[src/rtl/m_logmul_pkg.sv]
// Shared log-word format constants for the range-mapping and log-multiply stages.
// A log word is {k, f}: integer characteristic k and a 27-bit binary fraction f.
package m_logmul_pkg;
    localparam int wl_L = 32;
    localparam int wl_k = 5;
    localparam int wl_f = wl_L - wl_k;
    localparam int wl_P = 64;
    localparam int wl_T = 8;

    localparam int K_MSB = 31;
    localparam int K_LSB = 27;
    localparam int F_MSB = 26;

    // Shift workspace: 28-bit mantissa shifted by up to 63 places.
    localparam int wl_W = wl_f + 1 + 63;

    typedef logic [wl_L-1:0] log_word_t;
    typedef logic [wl_P-1:0] lin_word_t;
    typedef logic [wl_T-1:0] tag_t;
endpackage

[src/rtl/m_logmul_antilog_if.sv]
// Operand/product handshake bundle for m_logmul_antilog.
// Valid/ready: a word moves on a rising edge where VALID & READY; the sender holds
// its payload stable while VALID is high and READY is low.
interface m_logmul_antilog_if;
    import m_logmul_pkg::*;

    logic      IN_VALID;
    logic      IN_READY;
    log_word_t A;
    log_word_t B;
    logic      A_ZERO;
    logic      B_ZERO;
    tag_t      IN_TAG;
    logic      OUT_VALID;
    logic      OUT_READY;
    lin_word_t P;
    logic      P_ZERO;
    tag_t      OUT_TAG;

    modport master (
        output IN_VALID, A, B, A_ZERO, B_ZERO, IN_TAG, OUT_READY,
        input  IN_READY, OUT_VALID, P, P_ZERO, OUT_TAG
    );

    modport slave (
        input  IN_VALID, A, B, A_ZERO, B_ZERO, IN_TAG, OUT_READY,
        output IN_READY, OUT_VALID, P, P_ZERO, OUT_TAG
    );
endinterface

[src/rtl/m_antilog_shifter.sv]
// Mitchell antilog: 2^(k_sum + f_sum/2^27) ~= {1, f_sum} << k_sum >> 27, truncated.
module m_antilog_shifter
    import m_logmul_pkg::*;
(
    input  logic [wl_k:0]   k_sum,
    input  logic [wl_f-1:0] f_sum,
    output lin_word_t       p
);
    logic [wl_W-1:0] mant;

    assign mant = {{(wl_W-wl_f-1){1'b0}}, 1'b1, f_sum};
    // With k_sum <= 63 the shifted value is below 2^91, so after >>27 it fits 64 bits.
    assign p = wl_P'((mant << k_sum) >> wl_f);
endmodule

[src/rtl/m_logmul_antilog.sv]
// Three-stage log-domain multiplier: register operands, add log words, antilog.
// Whole-pipe stall: every stage advances together when the output slot is free.
module m_logmul_antilog
    import m_logmul_pkg::*;
(
    input logic CLK,
    input logic RST,
    m_logmul_antilog_if.slave bus
);
    logic      v1, v2, v3;
    log_word_t a1, b1;
    logic      az1, bz1;
    tag_t      tag1, tag2, tag3;
    logic [wl_L:0] sum2;
    logic      zero2;
    lin_word_t p3;
    logic      pz3;
    lin_word_t shift_p;
    logic      advance;

    assign advance = ~v3 | bus.OUT_READY;

    m_antilog_shifter u_shifter (
        .k_sum (sum2[wl_L:K_LSB]),
        .f_sum (sum2[F_MSB:0]),
        .p     (shift_p)
    );

    always_ff @(posedge CLK or posedge RST) begin
        if (RST) begin
            v1    <= 1'b0;
            v2    <= 1'b0;
            v3    <= 1'b0;
            a1    <= '0;
            b1    <= '0;
            az1   <= 1'b0;
            bz1   <= 1'b0;
            tag1  <= '0;
            sum2  <= '0;
            zero2 <= 1'b0;
            tag2  <= '0;
            p3    <= '0;
            pz3   <= 1'b0;
            tag3  <= '0;
        end else if (advance) begin
            v1 <= bus.IN_VALID;
            v2 <= v1;
            v3 <= v2;
            // Payload registers only load behind a valid bit so bubbles do not disturb P.
            if (bus.IN_VALID) begin
                a1   <= bus.A;
                b1   <= bus.B;
                az1  <= bus.A_ZERO;
                bz1  <= bus.B_ZERO;
                tag1 <= bus.IN_TAG;
            end
            if (v1) begin
                sum2  <= {1'b0, a1} + {1'b0, b1};
                zero2 <= az1 | bz1;
                tag2  <= tag1;
            end
            if (v2) begin
                p3   <= zero2 ? '0 : shift_p;
                pz3  <= zero2;
                tag3 <= tag2;
            end
        end
    end

    assign bus.IN_READY  = advance;
    assign bus.OUT_VALID = v3;
    assign bus.P         = p3;
    assign bus.P_ZERO    = pz3;
    assign bus.OUT_TAG   = tag3;
endmodule

[src/flat_wrapper.sv]
// flat-port wrapper written by rule: the top's interface ports become plain ports
module m_logmul_antilog_flat import m_logmul_pkg::*;
  (CLK, RST, bus_IN_VALID, bus_A, bus_B, bus_A_ZERO, bus_B_ZERO, bus_IN_TAG, bus_OUT_READY, bus_IN_READY, bus_OUT_VALID, bus_P, bus_P_ZERO, bus_OUT_TAG);
  m_logmul_antilog_if bus_i ();
  input logic CLK;
  input logic RST;
  input wire logic [$bits(bus_i.IN_VALID)-1:0] bus_IN_VALID;
  input wire logic [$bits(bus_i.A)-1:0] bus_A;
  input wire logic [$bits(bus_i.B)-1:0] bus_B;
  input wire logic [$bits(bus_i.A_ZERO)-1:0] bus_A_ZERO;
  input wire logic [$bits(bus_i.B_ZERO)-1:0] bus_B_ZERO;
  input wire logic [$bits(bus_i.IN_TAG)-1:0] bus_IN_TAG;
  input wire logic [$bits(bus_i.OUT_READY)-1:0] bus_OUT_READY;
  output wire logic [$bits(bus_i.IN_READY)-1:0] bus_IN_READY;
  output wire logic [$bits(bus_i.OUT_VALID)-1:0] bus_OUT_VALID;
  output wire logic [$bits(bus_i.P)-1:0] bus_P;
  output wire logic [$bits(bus_i.P_ZERO)-1:0] bus_P_ZERO;
  output wire logic [$bits(bus_i.OUT_TAG)-1:0] bus_OUT_TAG;
  assign bus_i.IN_VALID = bus_IN_VALID;
  assign bus_i.A = bus_A;
  assign bus_i.B = bus_B;
  assign bus_i.A_ZERO = bus_A_ZERO;
  assign bus_i.B_ZERO = bus_B_ZERO;
  assign bus_i.IN_TAG = bus_IN_TAG;
  assign bus_i.OUT_READY = bus_OUT_READY;
  assign bus_IN_READY = bus_i.IN_READY;
  assign bus_OUT_VALID = bus_i.OUT_VALID;
  assign bus_P = bus_i.P;
  assign bus_P_ZERO = bus_i.P_ZERO;
  assign bus_OUT_TAG = bus_i.OUT_TAG;
  m_logmul_antilog u_core (.CLK(CLK), .RST(RST), .bus(bus_i));
endmodule
[config.mk]
export PLATFORM = sky130hd
export DESIGN_NAME = m_logmul_antilog_flat
export DESIGN_NICKNAME = d
export VERILOG_FILES = /design/src/rtl/m_logmul_pkg.sv /design/src/rtl/m_logmul_antilog_if.sv /design/src/rtl/m_antilog_shifter.sv /design/src/rtl/m_logmul_antilog.sv /design/src/flat_wrapper.sv
export SDC_FILE = /design/constraint.sdc
export NUM_CORES = 1
export LEC_CHECK = 0
export CAP_MARGIN = 0
export CORE_AREA = 8 8 104 200
export CTS_CLUSTER_DIAMETER = 50
export DETAILED_ROUTE_END_ITERATION = 6
export DIE_AREA = 0 0 112 208
export PLACE_DENSITY = 0.84
export SYNTH_ARGS = -nofsm -noshare
export SYNTH_HDL_FRONTEND = slang
export SYNTH_SLANG_ARGS = --single-unit
[constraint.sdc]
create_clock -name CLK -period 13.45 [get_ports CLK]
set_clock_uncertainty 0.1 [all_clocks]
set_input_delay 1.345 -clock CLK [delete_from_list [all_inputs] [get_ports CLK]]
set_output_delay 1.345 -clock CLK [all_outputs]
set_load 0.02 [all_outputs]
==> flow_summary_export.csv, run 1 <==
group,metric,value,unit
layout,n_antenna_cell,0,
setup_path,slowest_stage,"clkdlybuf4s50_1",
synthesis,yosysWarnings,0,
setup_path,crit_arrival,2.94,ns
drt,via_per_inst,6.23,
clock_network,h-tree-depth,4,
synthesis,synthesis.nets,1113,
setup_path,r2r_cells,5,
drt,top_layer_used,"met4",
floorplan,start_util,57.7,%
sta,fin_crit,4.38,ns
drt,drc,0,
sta,max_freq,228,MHz
floorplan,dieHeight,208,µm
min_path,hold_path_depth,2,
placement,portBuffers,152,
sta,worst_slew_pin_slew,1.08,ns
pwr,ir_drop,0.124,mV
layout,drive_above_1_share,16.2,%
clock_network,clk_pin_slew,0.07,ns
synthesis,seq_area_frac_synth,45.7,%
drt,wl,27.0,mm
layout,layout_commonest_cell,"dfrtp_1",
clock_network,clk-insertion-delay-late,0.44,ns
global_routing,grt_pass1_wl,43.8,mm
drt,drtIter0Drc,469,
global_routing,grt_max_degree,119,
drt,wl_met2,15.3,mm
sta,hold_slack,0.380,ns
setup_path,max_stage_delay,0.72,ns
setup_path,path_cells,"clkdlybuf4s50_1, nand2b_1, clkdlybuf4s50_1",
setup_path,cp_common_cell,"clkdlybuf4s50_1",
global_routing,grt_pass1_vias,8756,
synthesis,synth_cells,1002,
setup_path,crit_type,"input port to output port",
synthesis,synth_edf_count,0,
layout,most-common-layout-cells,"dfrtp_1, clkdlybuf4s50_1, nand2_1, mux2_2, o21ai_0",
layout,area_growth,20.1,%
placement,place.gp.congestion,0.968,
global_routing,grt_antenna_before_repair,0,
global_routing,grt_overflow_total,0,
synthesis,netlist_area,10500,µm²
sta,report.final.slew_viol_count,0,
clock_network,cts_resized,0,
clock_network,cts_root_buffer,"clkbuf_16",
floorplan,die_w,112,µm
sta,setup_viol,0,
pwr,power-per-cell-area,252,nW/µm²
floorplan,coreArea,18200,µm²
drt,wl_per_cell,20.1,µm
setup_path,cp.required,12.01,ns
outcome,status,"completed",
run,maxCapViolCount,0,
clock_network,clock_sinks,192,
pwr,p_leak,5.36,nW
clock_network,cts_made_buffers,17,
synthesis,ys_seq_elements,192,
synthesis,async_reset_ff_share,100,%
clock_network,ctsHoldBuffers,0,
floorplan,ios,153,
setup_path,start_kind,"input port",
synthesis,ys.flop_type,"dfrtp_1",
drt,ant_nets,0,
synthesis,yosys-top-cells-area,"dfrtp_1, mux2_2, o21ai_0",
drt,vias,8376,
sta,slew_headroom,28.2,%
clock_network,cts_setup_buffers,0,
clock_network,cts_tree,"yes",
drt,wl_met1,9.39,mm
sta,fin_crit_sh,32.6,%
global_routing,grtUsageTotal,23.4,%
setup_path,crit_fanout,8,
floorplan,dieArea,23300,µm²
layout,fin_nets,1226,
setup_path,endpoint_kind,"output port",
min_path,hold_path.class,"flip-flop to flip-flop",
synthesis,post_synth.cell_area_avg,10.5,µm²
clock_network,cts_max_path_buffers,2,
sta,rsz0062_at_grt,"false",
sta,hold_viol,0,
drt,dr_wl_met3,1.12,mm
synthesis,ys_types,72,
sta,fin_setup_tns,0,ns
synthesis,netlist.area_leader.share,45.7,%
floorplan,placementRows,70,
placement,dpl.hpwl,20.4,mm
drt,drtPass1Iterations,6,
synthesis,synth_area_leader_cell,"dfrtp_1",
[cell usage after synthesis, types with 4 or more instances]
master      n
buf_2       8
xnor2_1    14
o221ai_1   12
nand3_1    16
mux2_2    109
a32oi_1     6
clkbuf_1   42
o31ai_1     6
o22ai_1    10
o21bai_1    5
a211oi_1    8
a21oi_1    48
mux2i_1    29
a22o_1      6
buf_1       5
ha_1       32
nand4_1    10
nor2b_1     4
nor3_1     15
mux4_2     14
o21ai_1     5
a21o_1     14
a31oi_1     7
o21a_1      4
inv_1      17
dfrtp_1   192
a221o_1     5
nor2_1     37
xor2_1     12
o211ai_1    6
buf_6       5
a22oi_1     8
o21ai_0   101
nand2_1   134
[metal layers]
metal | vias to the layer above | global-route usage, %
met5 | - | 0
met4 | 0 | 12.7
met3 | 75 | 3.60
met2 | 287 | 45.1
met1 | 4113 | 23.1
li1 | 3901 | -
[state kept, by name, indices dropped and copies added (netlist names), 8 cells and up]
| signal | count |
|---|---|
| u_core.a1 | 32 |
| u_core.tag2 | 8 |
| u_core.bus.P | 64 |
| u_core.sum2 | 33 |
| u_core.tag1 | 8 |
| u_core.b1 | 32 |
| u_core.bus.OUT_TAG | 8 |
[power by group]
group	leakage (nW)	internal [mW]	switching (mW)	total (mW)
combinational	2.68	0.727	1.01	1.74
clock	0.296	0.285	0.222	0.507
sequential	2.39	0.775	0.161	0.936
[kinds of logic (layout without fill, tap and decap cells)]
logic type      count (synthesis)  after routing  share of synthesized area [%]
compound gates                274            274                           16.8
buf+inv                        87            213                           3.99
simple gates                  238            238                           9.90
mux                           152            152                           17.4
flops                         192            192                           45.7
xor+xnor                       26             26                           2.17
fa+ha+maj                      33             33                           4.00
[layout make-up]
type | count | area [µm²]
Sequential cell | 192 | 4800
Tap cell | 216 | 270
Multi-Input combinational cell | 723 | 5300
Clock inverter | 12 | 131
Timing Repair Buffer | 161 | 1590
Clock buffer | 20 | 457
Fill cell | 1391 | 5590
Inverter | 20 | 80.1
[per-stage QoR]
step	instance area, µm²	power, mW	utilization, %	worst slack [ns]	cells
after detailed placement	12000	2.65	66.1	8.85	1312
after global placement	12000	2.61	66.1	8.99	1312
after CTS	12600	3.17	69.3	9.11	1344
final	12600	3.18	69.3	9.07	1344
after floorplan	10500	2.13	-	6.78	1002
after global routing	12600	3.37	69.3	8.93	1344
[critical path, delay by kind of cell]
kind	cells	cell delay (ns)
buf+inv	2	1.17
simple gates	1	0.42
[worst paths after layout]
path                       slack [ns]          endpoint              from
min reg2reg                      0.38  u_core.bus.P[48]  u_core.bus.P[48]
max                              9.07      bus_IN_READY     bus_OUT_READY
max in group asynchronous       10.31    u_core.tag2[5]               RST
min                              0.38  u_core.bus.P[48]  u_core.bus.P[48]
max reg2reg                     10.04  u_core.bus.P[27]   u_core.sum2[30]
min in group asynchronous        1.42      u_core.a1[2]               RST
Power figures use the tool's default switching activity.
==> inputs of run 2 (changes only) <==
--- a/config.mk
+++ b/config.mk
@@ -6,11 +6,11 @@
 export NUM_CORES = 1
 export LEC_CHECK = 0
 export CAP_MARGIN = 0
-export CORE_AREA = 8 8 104 200
+export CORE_AREA = 8 8 107 207
 export CTS_CLUSTER_DIAMETER = 50
 export DETAILED_ROUTE_END_ITERATION = 6
-export DIE_AREA = 0 0 112 208
-export PLACE_DENSITY = 0.84
+export DIE_AREA = 0 0 115 215
+export PLACE_DENSITY = 0.8
 export SYNTH_ARGS = -nofsm -noshare
 export SYNTH_HDL_FRONTEND = slang
 export SYNTH_SLANG_ARGS = --single-unit
==> constraint.sdc (replaced) <==
create_clock -name CLK -period 4.3 [get_ports CLK]
set_clock_uncertainty 0.1 [all_clocks]
set_input_delay 0.43 -clock CLK [delete_from_list [all_inputs] [get_ports CLK]]
set_output_delay 0.43 -clock CLK [all_outputs]
set_load 0.02 [all_outputs]
==> run 2 against run 1 <==
Non-clock buffer count grew 7. Utilization shrank 4.1 points. Total power grew to 3.2 times the previous value. Worst hold slack got worse by 0.0039 ns. Clock-buffer cell count did not move. Sequential share of layout area fell by 0.38 points. Global-route usage shrank 0.23 points. Sequential power rose to 3.1 times the previous value. Largest power group unchanged. Highest routed layer unchanged.
==> flow_summary_export.csv, run 2 (synthesis results as in run 1) <==
group,metric,value,unit
setup_path,max_stage_delay,0.45,ns
placement,place.gp.congestion,0.925,
clock_network,cts_tree,"yes",
setup_path,critical-path-top-delay-family,"compound AO/OA/AOI/OAI gates",
drt,top_layer_used,"met4",
sta,fin_crit_sh,75.3,%
setup_path,crit_arrival,3.44,ns
setup_path,critPathBufInv,0,
setup_path,crit_cells,10,
global_routing,grt_overflow_total,0,
placement,dp_cells,1365,
min_path,hold_path.class,"flip-flop to flip-flop",
floorplan,dieArea,24700,µm²
sta,hold_slack,0.376,ns
setup_path,endpoint_kind,"flip-flop",
sta,rsz0062_at_grt,"false",
setup_path,rr_endpoint,"u_core.sum2[32]",
floorplan,coreArea,19500,µm²
drt,drtIter0Drc,561,
drt,wl_met2,14.4,mm
layout,layout_commonest_cell,"dfrtp_1",
drt,drtPass1Iterations,6,
min_path,hold_path_depth,2,
setup_path,start_kind,"flip-flop",
floorplan,dieHeight,215,µm
clock_network,cts_root_buffer,"clkbuf_16",
floorplan,placementRows,73,
min_path,worstHoldStart,"u_core.bus.P[18]",
clock_network,clock_sinks,192,
clock_network,clk-insertion-delay-late,0.44,ns
placement,portBuffers,152,
layout,drive_above_1_share,16.7,%
sta,slew_headroom,30.9,%
sta,max_freq,309,MHz
floorplan,start_util,53.8,%
setup_path,crit_type,"flip-flop to flip-flop",
drt,drc,0,
sta,hold_viol,0,
pwr,p_total,10.1,mW
sta,setup_viol,0,
clock_network,cts_made_buffers,17,
global_routing,grt_pass1_wl,45.7,mm
setup_path,slowest_stage,"a221oi_2",
sta,fin_setup_tns,0,ns
pwr,ir_drop,0.393,mV
clock_network,h-tree-depth,4,
layout,stdcell_count,1397,
floorplan,ios,153,
setup_path,r2r_start,"u_core.b1[0]",
clock_network,ctsHoldBuffers,0,
setup_path,path_cells,"ha_1, fa_1, a21oi_1, o211ai_1, a221oi_2, a31oi_2, a221oi_4, nor4b_1, a211oi_1, o21ai_1",
setup_path,r2r_setup_slack,1.06,ns
drt,via_per_inst,5.97,
setup_path,r2r_cells,10,
placement,dpl.hpwl,20.7,mm
pwr,power-per-cell-area,791,nW/µm²
global_routing,grtUsageTotal,23.2,%
layout,most-common-layout-cells,"dfrtp_1, clkdlybuf4s50_1, nand2_1, mux2_2, o21ai_0",
drt,wl,28.0,mm
drt,dr_wl_met3,1.51,mm
global_routing,grt_max_degree,193,
clock_network,cts_resized,0,
setup_path,cp.required,4.50,ns
global_routing,grt_antenna_before_repair,0,
global_routing,grt_pass1_vias,8704,
sta,report.final.slew_viol_count,0,
setup_path,crit_fanout,4,
layout,n_antenna_cell,0,
outcome,status,"completed",
min_path,hold_end,"u_core.bus.P[18]",
clock_network,clk_pin_slew,0.08,ns
layout,fin_util,65.3,%
sta,fin_crit,3.24,ns
drt,ant_nets,0,
sta,worst_slew_pin_slew,1.04,ns
clock_network,cts_setup_buffers,0,
run,maxCapViolCount,0,
layout,area_growth,21.3,%
layout,fin_nets,1233,
layout,largest_reg_flops,64,
pwr,p_leak,5.39,nW
drt,wl_per_cell,20.0,µm
drt,vias,8334,
clock_network,cts_max_path_buffers,2,
floorplan,die_w,115,µm
drt,wl_met1,10.8,mm
-- run 2: changes by cell type in the layout (fill, tap and decap cells not counted), sizes merged --
| cell | previous run | this run |
|---|---|---|
| clkinv | 7 | 3 |
| bufinv | 2 | 1 |
| clkinvlp | 0 | 1 |
| buf | 9 | 16 |
| inv | 23 | 27 |
-- run 2: cell type report --
class | count | area, µm²
clock buffer | 20 | 457
clock inverter | 12 | 136
fill | 1609 | 6790
inverter | 20 | 78.8
multi-input combinational | 723 | 5300
sequential | 192 | 4800
tap | 262 | 328
timing repair buffer | 168 | 1650
-- run 2: tightest hold or removal path: cells and delay by family (launching register included) --
kind,cells,cell delay [ns]
flops,1,0.35
simple gates,2,0.10
-- run 2: metal layers --
metal	global-route usage (%)	vias up
li1	-	3909
met1	26.8	4055
met2	39.8	304
met3	4.07	66
met4	11.7	0
met5	0	-
-- run 2: stage by stage --
stage	worst slack (ns)	instance area [µm²]
2_1_floorplan	1.29	10500
3_3_place_gp	1.18	12200
3_5_place_dp	1.12	12200
4_1_cts	1.05	12800
5_1_grt	0.812	12800
6_report	1.06	12800
-- run 2: how the worst max path moves through the flow --
stage                 start               to
6_report       u_core.b1[0]  u_core.sum2[32]
5_1_grt        u_core.b1[0]  u_core.sum2[32]
4_1_cts        u_core.b1[0]  u_core.sum2[32]
3_5_place_dp   u_core.b1[0]  u_core.sum2[32]
3_3_place_gp   u_core.b1[0]  u_core.sum2[32]
2_1_floorplan           RST     u_core.a1[0]
-- run 2: where the power goes --
group          switching (mW)  internal [mW]
Sequential              0.512           2.42
Combinational            3.25           2.31
Clock                   0.740          0.857
